==> src/rtl/proc_sequencer.sv <==
// rtl/proc_sequencer.sv - instruction fetch and time-step sequencer (optional ack timeout: SEQ_TIMEOUT_EN)
module proc_sequencer #(
    parameter int DATA_W  = 10,
    parameter int ADDR_W  = 8,
    parameter int TMO_CYC = 15
) (
    input  logic              Clock,
    input  logic              Clear,
    input  logic              Run,
    output logic              IMem_req,
    output logic [ADDR_W-1:0] IMem_addr,
    input  logic              IMem_ack,
    input  logic [DATA_W-1:0] IMem_data,
    output logic [DATA_W-1:0] IR,
    output logic [DATA_W-1:0] Din,
    output logic [1:0]        Step,
    input  logic              Done,
    output logic              Busy,
    output logic              Halted,
    output logic              Fault
);

    typedef enum logic [2:0] {
        S_IDLE,
        S_FETCH,
        S_IMM,
        S_EXEC,
        S_HALT
    } state_t;

    localparam logic [3:0] OP_MVI  = 4'b0001;
    localparam logic [3:0] OP_HALT = 4'b1111;

    state_t            state_q, state_d;
    logic [ADDR_W-1:0] pc_q, pc_d;
    logic [DATA_W-1:0] ir_q, ir_d;
    logic [DATA_W-1:0] din_q, din_d;
    logic [1:0]        step_q, step_d;
    logic              req_q, req_d;
    logic              busy_q, busy_d;
    logic              halted_q, halted_d;
    logic              fault_q, fault_d;
    logic              xfer;
    logic [3:0]        opcode;
    logic [ADDR_W-1:0] pc_inc;

`ifdef SEQ_TIMEOUT_EN
    localparam logic [3:0] TMO_LAST = 4'(TMO_CYC - 1);
    logic [3:0] wait_q, wait_d;
`endif

    assign xfer   = req_q & IMem_ack;
    assign opcode = IMem_data[DATA_W-1 -: 4];
    assign pc_inc = pc_q + {{(ADDR_W-1){1'b0}}, 1'b1};

    always_comb begin
        state_d = state_q;
        pc_d    = pc_q;
        ir_d    = ir_q;
        din_d   = din_q;
        step_d  = 2'b00;
        fault_d = fault_q;

        case (state_q)
            S_IDLE: begin
                if (Run) state_d = S_FETCH;
            end
            S_FETCH: begin
                if (xfer) begin
                    ir_d = IMem_data;
                    pc_d = pc_inc;
                    case (opcode)
                        OP_MVI:  state_d = S_IMM;
                        OP_HALT: state_d = S_HALT;
                        default: begin
                            state_d = S_EXEC;
                            step_d  = 2'b01;
                        end
                    endcase
                end
            end
            S_IMM: begin
                if (xfer) begin
                    din_d   = IMem_data;
                    pc_d    = pc_inc;
                    state_d = S_EXEC;
                    step_d  = 2'b01;
                end
            end
            S_EXEC: begin
                if (Done) begin
                    state_d = S_FETCH;
                end else if (step_q != 2'b11) begin
                    step_d = step_q + 2'b01;
                end else begin
                    fault_d = 1'b1;
                    state_d = S_HALT;
                end
            end
            S_HALT: begin
                state_d = S_HALT;
            end
            default: state_d = S_IDLE;
        endcase

`ifdef SEQ_TIMEOUT_EN
        wait_d = 4'd0;
        if (req_q && !IMem_ack) begin
            if (wait_q == TMO_LAST) begin
                fault_d = 1'b1;
                state_d = S_HALT;
                step_d  = 2'b00;
            end else begin
                wait_d = wait_q + 4'd1;
            end
        end
`endif

        // First IMM cycle keeps req low to separate it from the opcode fetch.
        req_d    = (state_d == S_FETCH) || ((state_d == S_IMM) && (state_q == S_IMM));
        busy_d   = (state_d == S_FETCH) || (state_d == S_IMM) || (state_d == S_EXEC);
        halted_d = (state_d == S_HALT);
    end

    always_ff @(posedge Clock or posedge Clear) begin
        if (Clear) begin
            state_q  <= S_IDLE;
            pc_q     <= '0;
            ir_q     <= '0;
            din_q    <= '0;
            step_q   <= 2'b00;
            req_q    <= 1'b0;
            busy_q   <= 1'b0;
            halted_q <= 1'b0;
            fault_q  <= 1'b0;
        end else begin
            state_q  <= state_d;
            pc_q     <= pc_d;
            ir_q     <= ir_d;
            din_q    <= din_d;
            step_q   <= step_d;
            req_q    <= req_d;
            busy_q   <= busy_d;
            halted_q <= halted_d;
            fault_q  <= fault_d;
        end
    end

`ifdef SEQ_TIMEOUT_EN
    always_ff @(posedge Clock or posedge Clear) begin
        if (Clear) wait_q <= 4'd0;
        else       wait_q <= wait_d;
    end
`endif

    assign IMem_req  = req_q;
    assign IMem_addr = pc_q;
    assign IR        = ir_q;
    assign Din       = din_q;
    assign Step      = step_q;
    assign Busy      = busy_q;
    assign Halted    = halted_q;
    assign Fault     = fault_q;

endmodule

==> config.mk <==
export PLATFORM = sky130hd
export DESIGN_NAME = proc_sequencer
export DESIGN_NICKNAME = d
export VERILOG_FILES = /design/src/rtl/proc_sequencer.sv
export SDC_FILE = /design/constraint.sdc
export NUM_CORES = 1
export LEC_CHECK = 0
export BUFFER_PORTS_ARGS = -buffer_cell sky130_fd_sc_hd__buf_4
export CAP_MARGIN = 5
export CELL_PAD_IN_SITES_DETAIL_PLACEMENT = 0
export CELL_PAD_IN_SITES_GLOBAL_PLACEMENT = 1
export CORE_ASPECT_RATIO = 0.75
export CORE_MARGIN = 2
export CORE_UTILIZATION = 44
export CTS_CLUSTER_DIAMETER = 80
export DETAILED_ROUTE_END_ITERATION = 8
export PLACE_DENSITY_LB_ADDON = 0.1
export SKIP_LAST_GASP = 1
export SLEW_MARGIN = 20
export SYNTH_ARGS = -nofsm -noshare
export SYNTH_HDL_FRONTEND = slang
export SYNTH_SLANG_ARGS = --single-unit
==> constraint.sdc <==
create_clock -name Clock -period 2.3 [get_ports Clock]
set_clock_uncertainty 0.1 [all_clocks]
set_input_delay 0.46 -clock Clock [delete_from_list [all_inputs] [get_ports Clock]]
set_output_delay 0.46 -clock Clock [all_outputs]
set_load 0.01 [all_outputs]
==> summary.md <==
| Metric | Value |
|---|---|
| Core box area | 3640 µm² |
| Area Growth Syn to Fin | 32.9% |
| Final Cell Area | 2210 µm² |
| Post-synth ARST share | 100% |
| CP Capture Type | flip-flop |
| Worst r2r path cells | 3 |
| WP data required | 2360 ps |
| Final Hold Vio Count | 0 |
| Leakage power | 1.09 nW |
| Crit path largest cell delay | 440 ps |
| Worst Tran Pin Value | 478 ps |
| Warnings, synthesis | 0 |
| CTS Hold Bufs | 0 |
| Num CTS Buffers | 5 |
| Sequential standard cell area | 926 µm² |
| HPWL after DPL | 2190 µm |
| Worst slew margin | 68.1% |
| Post-route setup TNS | 0 ps |
| Ant diodes | 0 |
| Seq/Total Area, Yosys | 55.6% |
| Final-stage net count | 183 |
| DR pass1 iterations | 4 |
| Pwr Total | 0.00298 W |
| Die footprint | 4300 µm² |
| Initial Utilization | 45.8% |
| Via/cell ratio | 4.94 |
| Max-Cap Viols | 0 |
| Total GRT Usage | 16.4% |
| Max FO, Critical Path | 12 |
| Status | finished clean |
| Slew Limit Fails | 0 |
| Minimum clock period | 1660 ps |
| Placed Area | 2080 µm² |
| Post-DRT Antenna Nets | 0 |
| # IOs | 49 |
| RSZ-0062 raised after global routing | false |
| Input/output buffers | 48 |
| Number of global-route vias before repair | 1057 |
| Worst EP arrival | 1730 ps |
| Slowest cell on crit path | dfrtp_1 |
| Final design utilization | 60.9% |
| Peak VDD IR | 836 µV |
| Synthesized flop and latch total | 37 |
| Clk_lat worst skew | 270 ps |
| Commonest non-fill, non-tap cell in the layout | buf_4 |
| CTS tree | yes |
| Syn Nets | 128 |
| Total length of routed wires | 3110 µm |
| Power per standard cell area | 1340 nW/µm² |
| H-tree levels | 2 |
| CTS Root Cell | clkbuf_8 |
| Achievable frequency | 601 MHz |
| Avg Cell Area, Syn | 15.0 µm² |
| DRC viols | 0 |
| CTS max path bufs | 2 |
| Site Rows | 19 |
| Clock sinks | 37 |
| Setup CP Type | reg -> reg |
| Iter 0 DRT Violations | 65 |
| Area of the multi-input gates | 707 µm² |
| Largest net degree at the start of global routing | 38 |
| Ratio of cells with drive above 1 in the final layout | 49.7% |
| Post-synth EDFFs | 0 |
| First-pass GRT wire length | 5220 µm |
| Antenna violations before repair | 0 |
| Ys flop type | dfrtp_1 |
| Filler cells | 298 |
| CP Launch Type | flip-flop |
| Total number of vias | 1082 |
| Commonest non-fill, non-tap cells in the layout | buf_4, dfrtp_1, mux2_4 |
| Grt ovf | 0 |
| Synthesized area | 1670 µm² |
| Fin Hold WS | 180 ps |
| CP cell instances | nand3b_4, nor2_4, mux2_1 |
| Wire length per cell | 14.2 µm |
| Type of the worst min-delay path | in -> async |
| Post-CTS Setup Bufs | 0 |
| Cells after Synth | 111 |
| Chip height | 57.3 µm |
| Yosys cell types | 37 |
| Die Span X | 75.1 µm |
| Final Setup Violations | 0 |
| Period utilisation layout | 72.3% |
| CTS-repair resized insts | 0 |
| RePlAce Congestion | 0.830 |
| CTS clk-pin slew, worst paths | 70 ps |
[per-stage QoR]
step | instances | setup WS [ps]
finish | 219 | 636
global placement | 211 | 587
global route | 219 | 542
floorplan | 111 | 850
detailed placement | 211 | 574
CTS | 219 | 623
[layout make-up]
type                    count  share of cell area, %
flip-flops and latches     37                   41.8
clock inverters             3                   2.94
well taps                  52                   2.94
multi-input cells          70                   31.9
repair buffers             50                   16.9
clock buffers               5                   3.11
inverters                   2                  0.339
[sequential cells by signal (all words and copies together) (netlist names)]
| register | count |
|---|---|
| Halted | 1 |
| IMem_req | 1 |
| state_q | 3 |
| Step | 2 |
| Din | 10 |
| Fault | 1 |
| IR | 10 |
| IMem_addr | 8 |
| Busy | 1 |
[power breakdown]
part | internal (W) | leakage, nW | switching [W]
Combinational | 0.000715 | 0.569 | 0.000464
Sequential | 0.000920 | 0.454 | 0.000231
Clock | 0.000431 | 0.0681 | 0.000215
[worst max-delay path, delay by kind of cell, from the launching register on]
| kind | cells | cell delay [ps] |
|---|---|---|
| flops | 1 | 440 |
| mux | 1 | 360 |
| simple gates | 2 | 640 |
[path summary, 6_finish.rpt]
path,from,endpoint,slack (ps)
min in group Clock,IMem_data[1],Din[1],310
hold reg to reg,Fault,Fault,370
setup reg to reg,state_q[2],IR[8],640
setup / recovery,state_q[2],IR[8],640
max in group asynchronous,Clear,Din[2],1610
hold / removal,Clear,IMem_addr[2],180
[metal layers]
layer	vias up	wire, µm	track usage, %
li1	510	-	-
met1	535	1520	24.2
met2	35	1370	22.4
met3	2	207	6.71
met4	0	9	4.34
met5	-	0	0
[synth_stat cells, types with 2 or more instances]
library cell / count / area share, %
mux2_4: 18 / 16
dfrtp_1: 37 / 56
and3_1: 2 / 0.75
xnor2_1: 6 / 3.2
a21o_1: 3 / 1.4
nand2b_4: 2 / 1.7
inv_1: 2 / 0.45
ha_1: 2 / 1.5
nand4_1: 4 / 1.5
and2_1: 2 / 0.75
and4_1: 2 / 1.1
nor2_1: 4 / 0.90
mux2_1: 3 / 2.0
[kinds of logic (layout without fill, tap and decap cells)]
family	after synthesis	in the layout	synth area share (%)
buffers and inverters	4	60	2.03
AO/OA/AOI/OAI	13	13	6.53
flip-flops	37	37	55.6
XOR/XNOR	7	7	3.68
AND/OR/NAND/NOR	27	27	12.5
adder cells (fa/ha/maj)	2	2	1.50
multiplexers	21	21	18.2
Power figures use the tool's default switching activity.
